==> src/rtl/contadores_multicanal_if.sv <==
// Request/readout bundle for the multichannel push counters.
// The master drives pushes and requests; the slave returns the registered readout.
interface contadores_multicanal_if #(
  parameter int NCH   = 4,
  parameter int IDXW  = 2,
  parameter int CBITS = 7
);
  logic [NCH-1:0]   push;
  logic             idle;
  logic             req;
  logic [IDXW-1:0]  idx;
  logic             dump_req;
  logic             clr_all;
  logic [CBITS-1:0] counter_out;
  logic [IDXW-1:0]  idx_out;
  logic             valid_out;
  logic             ovf_out;
  logic             busy;

  modport master (
    output push, idle, req, idx, dump_req, clr_all,
    input  counter_out, idx_out, valid_out, ovf_out, busy
  );
  modport slave (
    input  push, idle, req, idx, dump_req, clr_all,
    output counter_out, idx_out, valid_out, ovf_out, busy
  );
endinterface

==> src/rtl/contadores_multicanal.sv <==
// Per-channel push counters (wrap or saturate, sticky overflow) with a registered
// single-channel or streamed readout that only runs while the datapath is idle.
module contadores_canal #(
  parameter int CBITS    = 7,
  parameter int SATURATE = 0
) (
  input  logic             clk,
  input  logic             reset,
  input  logic             push,
  input  logic             clr,
  input  logic             rd_clr,
  output logic [CBITS-1:0] cnt,
  output logic             ovf
);
  localparam logic [CBITS-1:0] MAX = {CBITS{1'b1}};

  logic [CBITS-1:0] cnt_q, cnt_d, base_c;
  logic             ovf_q, ovf_d, base_o;

  always_comb begin
    // a clear-on-read restarts from zero before this edge's push is applied
    base_c = rd_clr ? '0 : cnt_q;
    base_o = rd_clr ? 1'b0 : ovf_q;
    cnt_d  = base_c;
    ovf_d  = base_o;
    if (clr) begin
      cnt_d = '0;
      ovf_d = 1'b0;
    end else if (push) begin
      if (base_c == MAX) begin
        ovf_d = 1'b1;
        cnt_d = (SATURATE != 0) ? MAX : '0;
      end else begin
        cnt_d = base_c + CBITS'(1);
      end
    end
  end

  always_ff @(posedge clk or posedge reset) begin
    if (reset) begin
      cnt_q <= '0;
      ovf_q <= 1'b0;
    end else begin
      cnt_q <= cnt_d;
      ovf_q <= ovf_d;
    end
  end

  assign cnt = cnt_q;
  assign ovf = ovf_q;
endmodule

module contadores_multicanal #(
  parameter int NCH         = 4,
  parameter int IDXW        = 2,
  parameter int CBITS       = 7,
  parameter int SATURATE    = 0,
  parameter int CLR_ON_READ = 0
) (
  input logic                     clk,
  input logic                     reset,
  contadores_multicanal_if.slave  bus
);
  typedef enum logic {ST_WAIT, ST_DUMP} state_t;

  state_t                      state_q, state_d;
  logic [IDXW-1:0]             ptr_q, ptr_d;
  logic [CBITS-1:0]            counter_out_q, counter_out_d;
  logic [IDXW-1:0]             idx_out_q, idx_out_d;
  logic                        valid_out_q, valid_out_d;
  logic                        ovf_out_q, ovf_out_d;
  logic                        busy_q, busy_d;
  logic                        emit, emit_dump, sel_ok;
  logic [IDXW-1:0]             sel;
  logic [NCH-1:0][CBITS-1:0]   cnt;
  logic [NCH-1:0]              ovf;
  logic [NCH-1:0]              rd_clr;

  for (genvar i = 0; i < NCH; i++) begin : g_ch
    assign rd_clr[i] = (CLR_ON_READ != 0) && emit && (sel == IDXW'(i));
    contadores_canal #(.CBITS(CBITS), .SATURATE(SATURATE)) u_ch (
      .clk    (clk),
      .reset  (reset),
      .push   (bus.push[i]),
      .clr    (bus.clr_all),
      .rd_clr (rd_clr[i]),
      .cnt    (cnt[i]),
      .ovf    (ovf[i])
    );
  end

  always_comb begin
    state_d   = state_q;
    ptr_d     = ptr_q;
    emit      = 1'b0;
    emit_dump = 1'b0;
    sel       = ptr_q;
    case (state_q)
      // busy_q covers the cycle carrying the last dump entry
      ST_WAIT: if (bus.idle && !busy_q) begin
        if (bus.dump_req) begin
          emit      = 1'b1;
          emit_dump = 1'b1;
          sel       = '0;
          ptr_d     = IDXW'(1);
          state_d   = ST_DUMP;
        end else if (bus.req) begin
          emit = 1'b1;
          sel  = bus.idx;
        end
      end
      ST_DUMP: if (!bus.idle) begin
        state_d = ST_WAIT;
      end else begin
        emit      = 1'b1;
        emit_dump = 1'b1;
        ptr_d     = ptr_q + IDXW'(1);
        if (ptr_q == IDXW'(NCH - 1)) state_d = ST_WAIT;
      end
      default: state_d = ST_WAIT;
    endcase

    sel_ok        = int'(sel) < NCH;
    counter_out_d = (emit && sel_ok) ? cnt[sel] : '0;
    ovf_out_d     = emit && sel_ok && ovf[sel];
    idx_out_d     = emit ? sel : '0;
    valid_out_d   = emit;
    busy_d        = emit_dump;
  end

  always_ff @(posedge clk or posedge reset) begin
    if (reset) begin
      state_q       <= ST_WAIT;
      ptr_q         <= '0;
      counter_out_q <= '0;
      idx_out_q     <= '0;
      valid_out_q   <= 1'b0;
      ovf_out_q     <= 1'b0;
      busy_q        <= 1'b0;
    end else begin
      state_q       <= state_d;
      ptr_q         <= ptr_d;
      counter_out_q <= counter_out_d;
      idx_out_q     <= idx_out_d;
      valid_out_q   <= valid_out_d;
      ovf_out_q     <= ovf_out_d;
      busy_q        <= busy_d;
    end
  end

  assign bus.counter_out = counter_out_q;
  assign bus.idx_out     = idx_out_q;
  assign bus.valid_out   = valid_out_q;
  assign bus.ovf_out     = ovf_out_q;
  assign bus.busy        = busy_q;
endmodule

==> src/flat_wrapper.sv <==
// flat-port wrapper written by rule: the top's interface ports become plain ports
module contadores_multicanal_flat 
#(
  parameter int NCH         = 4,
  parameter int IDXW        = 2,
  parameter int CBITS       = 7,
  parameter int SATURATE    = 0,
  parameter int CLR_ON_READ = 0
)
  (clk, reset, bus_push, bus_idle, bus_req, bus_idx, bus_dump_req, bus_clr_all, bus_counter_out, bus_idx_out, bus_valid_out, bus_ovf_out, bus_busy);
  contadores_multicanal_if #(.NCH(NCH), .IDXW(IDXW), .CBITS(CBITS)) bus_i ();
  input logic clk;
  input logic reset;
  input wire logic [$bits(bus_i.push)-1:0] bus_push;
  input wire logic [$bits(bus_i.idle)-1:0] bus_idle;
  input wire logic [$bits(bus_i.req)-1:0] bus_req;
  input wire logic [$bits(bus_i.idx)-1:0] bus_idx;
  input wire logic [$bits(bus_i.dump_req)-1:0] bus_dump_req;
  input wire logic [$bits(bus_i.clr_all)-1:0] bus_clr_all;
  output wire logic [$bits(bus_i.counter_out)-1:0] bus_counter_out;
  output wire logic [$bits(bus_i.idx_out)-1:0] bus_idx_out;
  output wire logic [$bits(bus_i.valid_out)-1:0] bus_valid_out;
  output wire logic [$bits(bus_i.ovf_out)-1:0] bus_ovf_out;
  output wire logic [$bits(bus_i.busy)-1:0] bus_busy;
  assign bus_i.push = bus_push;
  assign bus_i.idle = bus_idle;
  assign bus_i.req = bus_req;
  assign bus_i.idx = bus_idx;
  assign bus_i.dump_req = bus_dump_req;
  assign bus_i.clr_all = bus_clr_all;
  assign bus_counter_out = bus_i.counter_out;
  assign bus_idx_out = bus_i.idx_out;
  assign bus_valid_out = bus_i.valid_out;
  assign bus_ovf_out = bus_i.ovf_out;
  assign bus_busy = bus_i.busy;
  contadores_multicanal #(.NCH(NCH), .IDXW(IDXW), .CBITS(CBITS), .SATURATE(SATURATE), .CLR_ON_READ(CLR_ON_READ)) u_core (.clk(clk), .reset(reset), .bus(bus_i));
endmodule
==> config.mk <==
export PLATFORM = sky130hd
export DESIGN_NAME = contadores_multicanal_flat
export DESIGN_NICKNAME = d
export VERILOG_FILES = /design/src/rtl/contadores_multicanal_if.sv /design/src/rtl/contadores_multicanal.sv /design/src/flat_wrapper.sv
export SDC_FILE = /design/constraint.sdc
export NUM_CORES = 1
export LEC_CHECK = 0
export ABC_CLOCK_PERIOD_IN_PS = 1900
export CAP_MARGIN = 20
export CORE_MARGIN = 2
export CORE_UTILIZATION = 32
export DETAILED_ROUTE_END_ITERATION = 8
export PLACE_DENSITY = 0.57
export SYNTH_ARGS = -nofsm -noshare
export SYNTH_HDL_FRONTEND = slang
export SYNTH_HIERARCHICAL = 1
export SYNTH_SLANG_ARGS = --single-unit
==> constraint.sdc <==
create_clock -name clk -period 1.9 [get_ports clk]
set_input_delay 0.38 -clock clk [delete_from_list [all_inputs] [get_ports clk]]
set_output_delay 0.38 -clock clk [all_outputs]
set_load 0.1 [all_outputs]
==> summary.txt <==
Routing
  – Final WL: about 6 mm
  – Vias per Instance: 5.16
  – First-pass iteration count of the detailed router: 4
  – ANT nets after route: 0
  – Initial DRC Count: 77
  – DRC: 0
  – Wire length per cell: 14.9 um
  – Via count: slightly above 2,000

STA
  – Min Clock Period, post-route: 1850 ps
  – Fmax: 541 MHz
  – Setup tns final: 0 ps
  – Final setup fails: 0
  – Worst hold slack: 427 ps
  – Fin. max-slew vios: 0
  – Hold Violations, Final: 0
  – Clock skew: about 10 ps
  – Period Utilization, post-route: 97.3%
  – Final worst setup slack: around 50 ps

Die
  – Die ar.: 0.00878 mm^2
  – IO Count: 24
  – Row cnt: 32
  – Core ar.: 0.00777 mm^2
  – Die span in x: 93.7 um
  – Initial core utilization: 33.2%
  – Die H: 93.7 um

Setup path
  – Setup crit end kind: flip-flop
  – Startpoint Class: flip-flop
  – Worst setup path startpoint: u_core/bus.busy$_DFF_PP0_
  – CP arrival: 2050 ps
  – Critical path class: flip-flop to flip-flop
  – R2R setup slack: 50 ps
  – Crit path max fanout: 6
  – Reg-to-reg startpoint: u_core/bus.busy$_DFF_PP0_
  – Required @ worst endpoint: 2100 ps

Place
  – DP Cell Count: 384
  – Routability congestion estimate: 0.753
  – Placed cell areas: 0.00297 mm^2
  – Post-Place Worst Slack: -272 ps
  – Port Buffer Count: 23
  – HPWL Detailed: 4.35 mm

Final layout
  – Post-layout utilization of the core: 40.0%
  – NumNets Final: 308
  – # fillers: 787
  – Diodes inserted: 0
  – Area growth syn-to-layout: 20.7%
  – Layout cells sized above 1: 18.2%
  – Non-Filler Instances: 394
  – Final instance area: slightly above 0.003 mm^2

Clocking
  – Worst-path clk slew: about 100 ps
  – Root Buffer: clkbuf_8
  – Total clock sinks: 47
  – Htree depth: 2
  – CTS tree: yes
  – Clk_lat worst skew: approximately 310 ps
  – # hold bufs at CTS: 0
  – Clock tree buffer depth: 2
  – CTS buffer count: 5

Outcome
  – Outcome: finished clean

Synth
  – Syn Inst Count: 252
  – Synth cell count leaders: dfrtp_1 (47), inv_1 (17), mux2i_1 (16), nand2_1 (16), nor2_1 (12)
  – EDFF count, synth: 0
  – Top cells by area, synth: dfrtp_1 (46%), mux2i_1 (6.2%), nand2b_2 (2.7%), xor2_1 (2.7%), nor2b_1 (2.7%)
  – Most used DFF post-synth: dfrtp_1
  – Average size of a mapped cell: 10.2 um^2
  – #FFs+latches synth: 47
  – Register area share after synthesis: about 46%
  – Post-synth top area share: 45.7%
  – Ys Warns: 6
  – Top cell type by total area after synthesis: dfrtp_1
  – Distinct cells, synth: 36
  – Synthesized area: 0.00257 mm^2
  – Count leader, synth: dfrtp_1
  – Post-synth ARST share: 100%

Flow run
  – Total of max-cap violations: 0

Global route
  – Gr usage total: 14.2%
  – Vias in the first global route: 2,029
  – Grt ovf: 0
  – Pin count of the biggest net entering global routing: 29
  – First-pass GRT wire length: 9.73 mm
  – Antenna violations before repair: 0

Min path
  – Worst Hold Launch: bus_idle
  – Worst Hold Class: input port to flip-flop

Pwr
  – VDD IR max: 0.000368 V
  – Power Dens Cells: 726 mW/mm^2
  – Total power: 2.26 mW
  – Lkg Pwr: 1.32 nW
## worst max-delay path, stage by stage (launching register included)
cell and delay (ps):
dfrtp_4 500, or3b_4 390, nor2_1 90, o22a_2 260
clkbuf_16 180, mux2i_1 200, o22ai_1 110
## state kept, by name, indices dropped and copies added, names as in the netlist, 2 cells and up
name and flops:
u_core/bus.idx_out 2, u_core/ptr_q 2, u_core/bus.counter_out 7, u_core/g_ch.u_ch/cnt 28, u_core/g_ch.u_ch/ovf 4
## placed cells by master, fill, tap and decap left out, types with 2 or more instances in the layout
cell / n
nand4_1: 4
conb_1: 4
a21boi_1: 4
nand3_1: 9
o21a_1: 7
nor2_1: 12
nand2b_1: 4
inv_1: 17
o221ai_1: 4
buf_12: 3
clkinvlp_4: 2
nand2b_2: 8
nand2_1: 16
clkdlybuf4s50_1: 10
xor2_1: 8
a311oi_1: 4
buf_4: 20
nor4_1: 4
o22ai_1: 8
dfrtp_1: 46
nand4_2: 4
nand4b_1: 4
or3_1: 8
o21ai_0: 5
o211ai_1: 8
xnor2_1: 4
ha_1: 5
nor3_1: 8
a21oi_1: 9
mux2i_2: 3
mux2i_1: 13
clkbuf_8: 5
nor2b_1: 11
## power breakdown
part / leakage [nW] / internal (mW) / switching (mW) / total, mW
combinational: 0.642 / 0.238 / 0.311 / 0.549
sequential: 0.641 / 1.04 / 0.0364 / 1.08
clock: 0.0408 / 0.264 / 0.370 / 0.633
## worst paths after layout
kind	to	cells past startpoint
max	u_core/bus.ovf_out$_DFF_PP0_	6
min	u_core/ptr_q[0]$_DFFE_PP0P_	3
max reg2reg	u_core/bus.ovf_out$_DFF_PP0_	6
min reg2reg	u_core/g_ch[1].u_ch/ovf$_DFF_PP0_	1
max in group asynchronous	u_core/bus.counter_out[6]$_DFF_PP0_	3
min in group asynchronous	u_core/bus.counter_out[0]$_DFF_PP0_	2
## layout make-up
type	count	area, um^2	area share [%]
inverter	17	63.8	2.05
clock inverter	3	23.8	0.765
timing repair buffer	36	359	11.6
tap	102	128	4.11
multi-input combinational	184	1280	41.3
clock buffer	5	68.8	2.21
sequential	47	1180	38.0
## per-layer routing
metal	wire [um]	global-route usage (%)
met5	0	0
met4	87	4.71
met3	266	2.81
met2	2810	23.5
met1	2690	18.5
## what timing repair did
item                       4_1_cts  5_1_grt
gates resized for setup          0        5
setup buffers                    0        1
setup endpoints to repair        0        3
## kinds of logic (layout without fill, tap and decap cells)
kind of cell             Yosys count  count (layout)  synth area share [%]
AND/OR/NAND/NOR                   95              95                  22.2
flip-flops                        47              47                  45.7
adder cells (fa/ha/maj)            5               5                  2.43
XOR/XNOR                          12              12                  4.08
other                              1               4                 0.146
buffers and inverters             24              61                  5.30
AO/OA/AOI/OAI                     52              52                  13.9
multiplexers                      16              16                  6.22
Note: power is estimated with default switching activity, not from simulation.
